`src/rtl/itof_pipe_if.sv`:
```
// Valid/ready bundle for the int-to-float pipe: operand side (in_*, x) and result side (out_*, y).
interface itof_pipe_if;
    logic        in_valid;
    logic        in_ready;
    logic [31:0] x;
    logic        out_valid;
    logic        out_ready;
    logic [31:0] y;

    modport master (
        output in_valid, x, out_ready,
        input  in_ready, out_valid, y
    );

    modport slave (
        input  in_valid, x, out_ready,
        output in_ready, out_valid, y
    );
endinterface

```
`src/rtl/itof_pipe.sv`:
```
// Three-stage elastic signed int32 -> IEEE-754 single converter (capture, normalize, round/pack).
// Define ITOF_RNE_EN for round-to-nearest-even; otherwise the result truncates toward zero.
module itof_pipe (
    input  logic        clk,
    input  logic        rstn,
    itof_pipe_if.slave  bus
);

    logic        r_v1, r_s1, r_z1;
    logic [31:0] r_a1;
    logic        r_v2, r_s2, r_z2;
    logic [31:0] r_n2;
    logic [7:0]  r_e2;
    logic        r_v3;
    logic [31:0] r_y3;

    logic        w_en1, w_en2, w_en3;
    logic [4:0]  w_lz;
    logic [23:0] w_sig;
    logic        w_r;
    logic [24:0] w_sum;
    logic [7:0]  w_e3;
    logic        w_unused;

    // A stage can load when it is empty or its contents move on this cycle.
    assign w_en3 = !r_v3 | bus.out_ready;
    assign w_en2 = !r_v2 | w_en3;
    assign w_en1 = !r_v1 | w_en2;

    assign bus.in_ready  = w_en1;
    assign bus.out_valid = r_v3;
    assign bus.y         = r_y3;

    // Highest set bit wins because the scan runs upward.
    always_comb begin
        w_lz = 5'd0;
        for (int i = 0; i < 32; i++) begin
            if (r_a1[i]) w_lz = 5'(31 - i);
        end
    end

    assign w_sig = r_n2[31:8];

`ifdef ITOF_RNE_EN
    logic w_g, w_st;
    assign w_g      = r_n2[7];
    assign w_st     = |r_n2[6:0];
    assign w_r      = w_g & (w_st | w_sig[0]);
    assign w_unused = w_sum[23];
`else
    assign w_r      = 1'b0;
    // The bits below the significand only matter when rounding.
    assign w_unused = w_sum[23] ^ (^r_n2[7:0]);
`endif

    assign w_sum = {1'b0, w_sig} + {24'd0, w_r};
    assign w_e3  = r_e2 + {7'd0, w_sum[24]};

    always_ff @(posedge clk or negedge rstn) begin
        if (!rstn) begin
            r_v1 <= 1'b0;
            r_s1 <= 1'b0;
            r_z1 <= 1'b0;
            r_a1 <= 32'd0;
            r_v2 <= 1'b0;
            r_s2 <= 1'b0;
            r_z2 <= 1'b0;
            r_n2 <= 32'd0;
            r_e2 <= 8'd0;
            r_v3 <= 1'b0;
            r_y3 <= 32'd0;
        end else begin
            if (w_en1) begin
                r_v1 <= bus.in_valid;
                if (bus.in_valid) begin
                    r_s1 <= bus.x[31];
                    r_a1 <= bus.x[31] ? (~bus.x + 32'd1) : bus.x;
                    r_z1 <= (bus.x == 32'd0);
                end
            end
            if (w_en2) begin
                r_v2 <= r_v1;
                if (r_v1) begin
                    r_s2 <= r_s1;
                    r_z2 <= r_z1;
                    r_n2 <= r_a1 << w_lz;
                    r_e2 <= 8'd158 - {3'd0, w_lz};
                end
            end
            if (w_en3) begin
                r_v3 <= r_v2;
                if (r_v2) begin
                    // A carry out of the significand leaves the mantissa field all-zero.
                    r_y3 <= r_z2 ? 32'd0 : {r_s2, w_e3, w_sum[22:0]};
                end
            end
        end
    end

endmodule

```
`src/flat_wrapper.sv`:
```
// flat-port wrapper written by rule: the top's interface ports become plain ports
module itof_pipe_flat 
  (clk, rstn, bus_in_valid, bus_x, bus_out_ready, bus_in_ready, bus_out_valid, bus_y);
  itof_pipe_if bus_i ();
  input  logic clk;
  input  logic rstn;
  input wire logic [$bits(bus_i.in_valid)-1:0] bus_in_valid;
  input wire logic [$bits(bus_i.x)-1:0] bus_x;
  input wire logic [$bits(bus_i.out_ready)-1:0] bus_out_ready;
  output wire logic [$bits(bus_i.in_ready)-1:0] bus_in_ready;
  output wire logic [$bits(bus_i.out_valid)-1:0] bus_out_valid;
  output wire logic [$bits(bus_i.y)-1:0] bus_y;
  assign bus_i.in_valid = bus_in_valid;
  assign bus_i.x = bus_x;
  assign bus_i.out_ready = bus_out_ready;
  assign bus_in_ready = bus_i.in_ready;
  assign bus_out_valid = bus_i.out_valid;
  assign bus_y = bus_i.y;
  itof_pipe u_core (.clk(clk), .rstn(rstn), .bus(bus_i));
endmodule
```
`config.mk`:
```
export PLATFORM = sky130hd
export DESIGN_NAME = itof_pipe_flat
export DESIGN_NICKNAME = d
export VERILOG_FILES = /design/src/rtl/itof_pipe_if.sv /design/src/rtl/itof_pipe.sv /design/src/flat_wrapper.sv
export SDC_FILE = /design/constraint.sdc
export NUM_CORES = 1
export LEC_CHECK = 0
export ABC_CLOCK_PERIOD_IN_PS = 3700
export BUFFER_PORTS_ARGS = -buffer_cell sky130_fd_sc_hd__buf_4
export CORE_UTILIZATION = 34
export CTS_BUF_LIST = sky130_fd_sc_hd__clkbuf_16
export DETAILED_ROUTE_END_ITERATION = 7
export GPL_ROUTABILITY_DRIVEN = 1
export RECOVER_POWER = 50
export SETUP_SLACK_MARGIN = 0.5
export SLEW_MARGIN = 20
export SYNTH_ARGS = -nofsm -noshare
export SYNTH_HDL_FRONTEND = slang
export SYNTH_SLANG_ARGS = --single-unit
```
`constraint.sdc`:
```
create_clock -name clk -period 3.7 [get_ports clk]
set_input_delay 0.185 -clock clk [delete_from_list [all_inputs] [get_ports clk]]
set_output_delay 0.185 -clock clk [all_outputs]
set_load 0.01 [all_outputs]
```
After elaboration in Yosys (flattened, before gate mapping) --
Cells that the tools add are included.
Operators by class: divide/modulo/power cells 0, multipliers 0, $add $sub $neg 2, shift-type cells 1, bitwise gates (word level) 4, equality and inequality tests 0, $lt $le $gt $ge 0, mux-type cells 34, reduce and logical (&&, ||, !) cells 7
Operators with widths (number):
- $mux 5 | 32
- $mux 32 | 2
- $add 32x1->32 const B | 1
- $logic_not 32->1 | 1
- $not 32->32 | 1
- $shl 32x5->31 | 1
- $sub 8x5->8 const A | 1
- $reduce_and 2->1 | 3
- $logic_not 1->1 | 3
- $or 1x1->1 | 3
Word-level totals: memories 0, memory bits (writable) 0, output and inout port bits 34, word-level logic and storage cells 59, memory bits (read-only) 0, bits in registers 110, bits in latches 0, input bits 36

Depth between registers and ports, before layout --
depth in word-level cells 33, depth in mapped cells 14, depth with buffers taken out 10

Worst setup path after synthesis --
Ideal clock, no wire load.
kind register -> register, from reg u_core.r_a1[18], to reg u_core.r_n2[28], stages on the path, launching flop included 12, data arrival time 2.551 ns, path buffers 4, slack 1.019 ns, setup time 0.130 ns, period minus slack after synthesis 2.681 ns, cell sequence dfrtp_1 > clkbuf_1 > nor4_1 > a21oi_1 > o31ai_1 > buf_2 > buf_4 > buf_2 > mux2i_1 > mux2i_1 > a211oi_1 > o21ai_1
Between the ends: longest elaborated chain between the ends 15
RTL lines:
- start: declaration | line itof_pipe.sv:10 | logic [31:0] r_a1;
- start signal: assignment | line itof_pipe.sv:77 | r_a1 <= bus.x[31] ? (~bus.x + 32'd1) : bus.x;
- $mux 5 (14 in series) | line itof_pipe.sv:38 | if (r_a1[i]) w_lz = 5'(31 - i);
- $shl 32x5->31 * | line itof_pipe.sv:86 | r_n2 <= r_a1 << w_lz;
- end signal: assignment | line itof_pipe.sv:86
- end: declaration | line itof_pipe.sv:12 | logic [31:0] r_n2;
Mark *: on every way between the ends. The rest lies on a longest branch, timed or not. A chain may end at the register's enable or synchronous reset.

Worst setup path after layout --
from reg u_core.r_a1[2], to reg u_core.r_n2[29]
Between the ends: longest elaborated chain between the ends 31
RTL lines (line):
- $mux 5 (30 in series) | itof_pipe.sv:38
- $shl 32x5->31 * | itof_pipe.sv:86
Marked as above.

==> results_dict.tcl <==
set metrics [dict create \
    status "finished, final reports clean" \
    cp-end-kind "register" \
    setup_tns_ns 0 \
    register_area_um2 2557 \
    clock_latency_ns 0.37 \
    post-synth-top-count-cell "nand2_1" \
    syn_nets 896 \
    hold_viol 0 \
    drv_cap 0 \
    maxSlewViolCount 0 \
    clock-skew-final_ns 0.01652 \
    grt_max_degree 77 \
    placedCellCount 1137 \
    core_area_um2 20230 \
    dr.pass1.iters 5 \
    grt_pass1_vias 5959 \
    path_class "reg2reg" \
    ir_drop_uv 213.1 \
    synth_edf_count 0 \
    worstPathMaxFanout 46 \
    die_w_um 145.7 \
    drtIter0Drc 586 \
    synthFlopType "dfrtp_1" \
    rsz0062_at_grt "yes" \
    io_buffers 69 \
    drive_gt1_share_pct 15.46 \
    avgRoutedWirePerCell_um 16.72 \
    cts_buffers 9 \
    finalNonFillerCells 1157 \
    area_delta_synth_final_pct 15.08 \
    p_leak_nw 3.363 \
    ys_types 67 \
    nets 919 \
    max_freq_mhz 314.8 \
    yosys_warnings 0 \
    routabilityCongestion 0.9114 \
    cts_tree "done" \
    relSlewSlack_pct 5.350 \
    grt_pass1_wl_um 32330 \
    rows 52 \
    dpl.hpwl_um 13770 \
    postRouteAntennaNets 0 \
    fillCellCount 2107 \
    netlist_area_um2 7025 \
    globalRoute.totalOverflow 0 \
    synth_common_cells "nand2_1, dfrtp_1, o21ai_0" \
    min_period_ns 3.177 \
    power_w 0.004827 \
    setup_violations 0 \
    clkTransAtPathRegs_ns 0.09 \
    antenna_found_initial 1 \
    via_per_inst 5.517 \
    syn_inst 858 \
    finalCritPeriodShare_pct 85.86 \
    htreeDepth 3 \
    cts.path.max_buffers 2 \
    multi_input_area_um2 4161 \
    cts_root_buf "clkbuf_16" \
    yosysSeqAreaShare_pct 36.33 \
    ioPinCount 70 \
    initial_core_util_pct 34.72 \
    wl_um 19340 \
    tightestPinTransition_ns 1.420 \
    clock-sinks 102 \
    hp-class "in2reg" \
    ys_top_cells_by_area "dfrtp_1, nand2_1, mux2i_1" \
    dieArea_um2 21240 \
    cp.arrival_ns 3.42 \
    required_ns 3.95 \
    postSynthAreaPerCell_um2 8.188 \
    async_reset_ff_share_pct 100.0 \
    cellPowerDensity_nw_per_um2 597.0 \
    yosysTopAreaCell "dfrtp_1" \
    vias 6383 \
    die_y_um 145.7 \
    grt_usage_pct 18.87 \
    drc 0 \
    start_kind "register" \
    synth_top_area_share_pct 36.33 \
    yosys_register_bits 102 \
]
-- final cells by class --
cell class	instances	share of cell area (%)
multi-input cells	660	51.47
flip-flops and latches	102	31.63
repair buffers	95	8.233
well taps	270	4.178
clock buffers	9	2.786
clock inverters	7	1.068
inverters	13	0.6035
diodes	1	0.03095
-- layer usage --
| metal | wire [um] | up-vias | track usage [%] |
|---|---|---|---|
| met5 | 0 | - | 0 |
| met4 | 431 | 0 | 6.684 |
| met3 | 1175 | 42 | 3.354 |
| met2 | 8277 | 259 | 27.11 |
| met1 | 9459 | 2942 | 28.12 |
| li1 | - | 3140 | - |
-- repair_timing --
| item | CTS | global route |
|---|---|---|
| setup buffers | 0 | 1 |
| pin swaps | 0 | 0 |
| endpoints found under the hold margin | 0 | 17 |
| resized for setup | 2 | 12 |
| hold buffers | 0 | 1 |
| setup endpoints to repair | 6 | 19 |
-- placed cells by master (no fill, tap or decap), types with 6 or more instances in the layout --
| cell | instances |
|---|---|
| a211oi_1 | 8 |
| a21oi_1 | 26 |
| a22oi_1 | 18 |
| a31oi_1 | 10 |
| and3_1 | 10 |
| buf_4 | 76 |
| clkbuf_1 | 16 |
| clkbuf_16 | 9 |
| dfrtp_1 | 98 |
| inv_1 | 12 |
| mux2_2 | 8 |
| mux2i_1 | 40 |
| nand2_1 | 124 |
| nand2b_1 | 40 |
| nand3_1 | 29 |
| nand4_1 | 18 |
| nor2_1 | 50 |
| nor3_1 | 11 |
| nor4_1 | 7 |
| o211ai_1 | 17 |
| o21a_1 | 6 |
| o21ai_0 | 80 |
| o21ai_1 | 25 |
| o221ai_1 | 6 |
| o31ai_1 | 14 |
| xor2_1 | 28 |
-- flip-flops by register name, summed over array words and instances, names as in the netlist --
name	cells
u_core.bus.y	32
u_core.r_a1	32
u_core.r_n2	23
u_core.r_e2	8
u_core.bus.out_valid	1
u_core.r_s1	1
u_core.r_s2	1
u_core.r_v1	1
u_core.r_v2	1
u_core.r_z1	1
u_core.r_z2	1
-- where the power goes --
part           internal, W  switching, W
registers          0.00145      0.000323
clock network     0.000536      0.000472
logic             0.000848       0.00120
total              0.00283       0.00199
-- path summary, 6_finish.rpt --
kind | depth (start not counted) | slack, ns | start | end
setup / recovery | 9 | 0.52 | u_core.r_a1[2] | u_core.r_n2[29]
hold / removal | 2 | 0.02 | bus_in_valid | u_core.r_v1
setup reg to reg | 9 | 0.52 | u_core.r_a1[2] | u_core.r_n2[29]
hold reg to reg | 2 | 0.48 | u_core.bus.y[23] | u_core.bus.y[23]
max in group asynchronous | 3 | 1.10 | rstn | u_core.r_a1[5]
min in group asynchronous | 2 | 0.54 | rstn | u_core.r_v2
-- kinds of logic after synthesis --
family	count (synthesis)	share of synthesized area, %
adders and majority gates	2	0.3561
muxes	52	7.943
buffers and inverters	96	5.628
DFF	102	36.33
AOI/OAI and AO/OA	250	22.94
xor gates and xnor gates	31	3.865
and+or+nand+nor	325	22.94
-- through the flow --
stage	area (um2)	setup slack, ns	hold WS [ns]	util [%]
2_1_floorplan	7025	1.019	-0.1106	-
6_report	8085	0.5231	0.02297	39.96
5_1_grt	8083	0.4396	0.02250	39.95
3_5_place_dp	7749	0.3932	0.3974	38.29
3_3_place_gp	7749	0.4302	0.3930	38.29
4_1_cts	8070	0.4985	0.01407	39.88
-- worst max-delay path, stage by stage, from the launching register on --
cell,delay (ns)
dfrtp_1,0.51
o311ai_1,0.42
a31oi_1,0.25
o31ai_4,0.33
buf_12,0.30
mux2i_1,0.50
o221ai_1,0.17
a21oi_1,0.22
o21ai_1,0.12
a31o_1,0.20
Power figures use the tool's default switching activity.
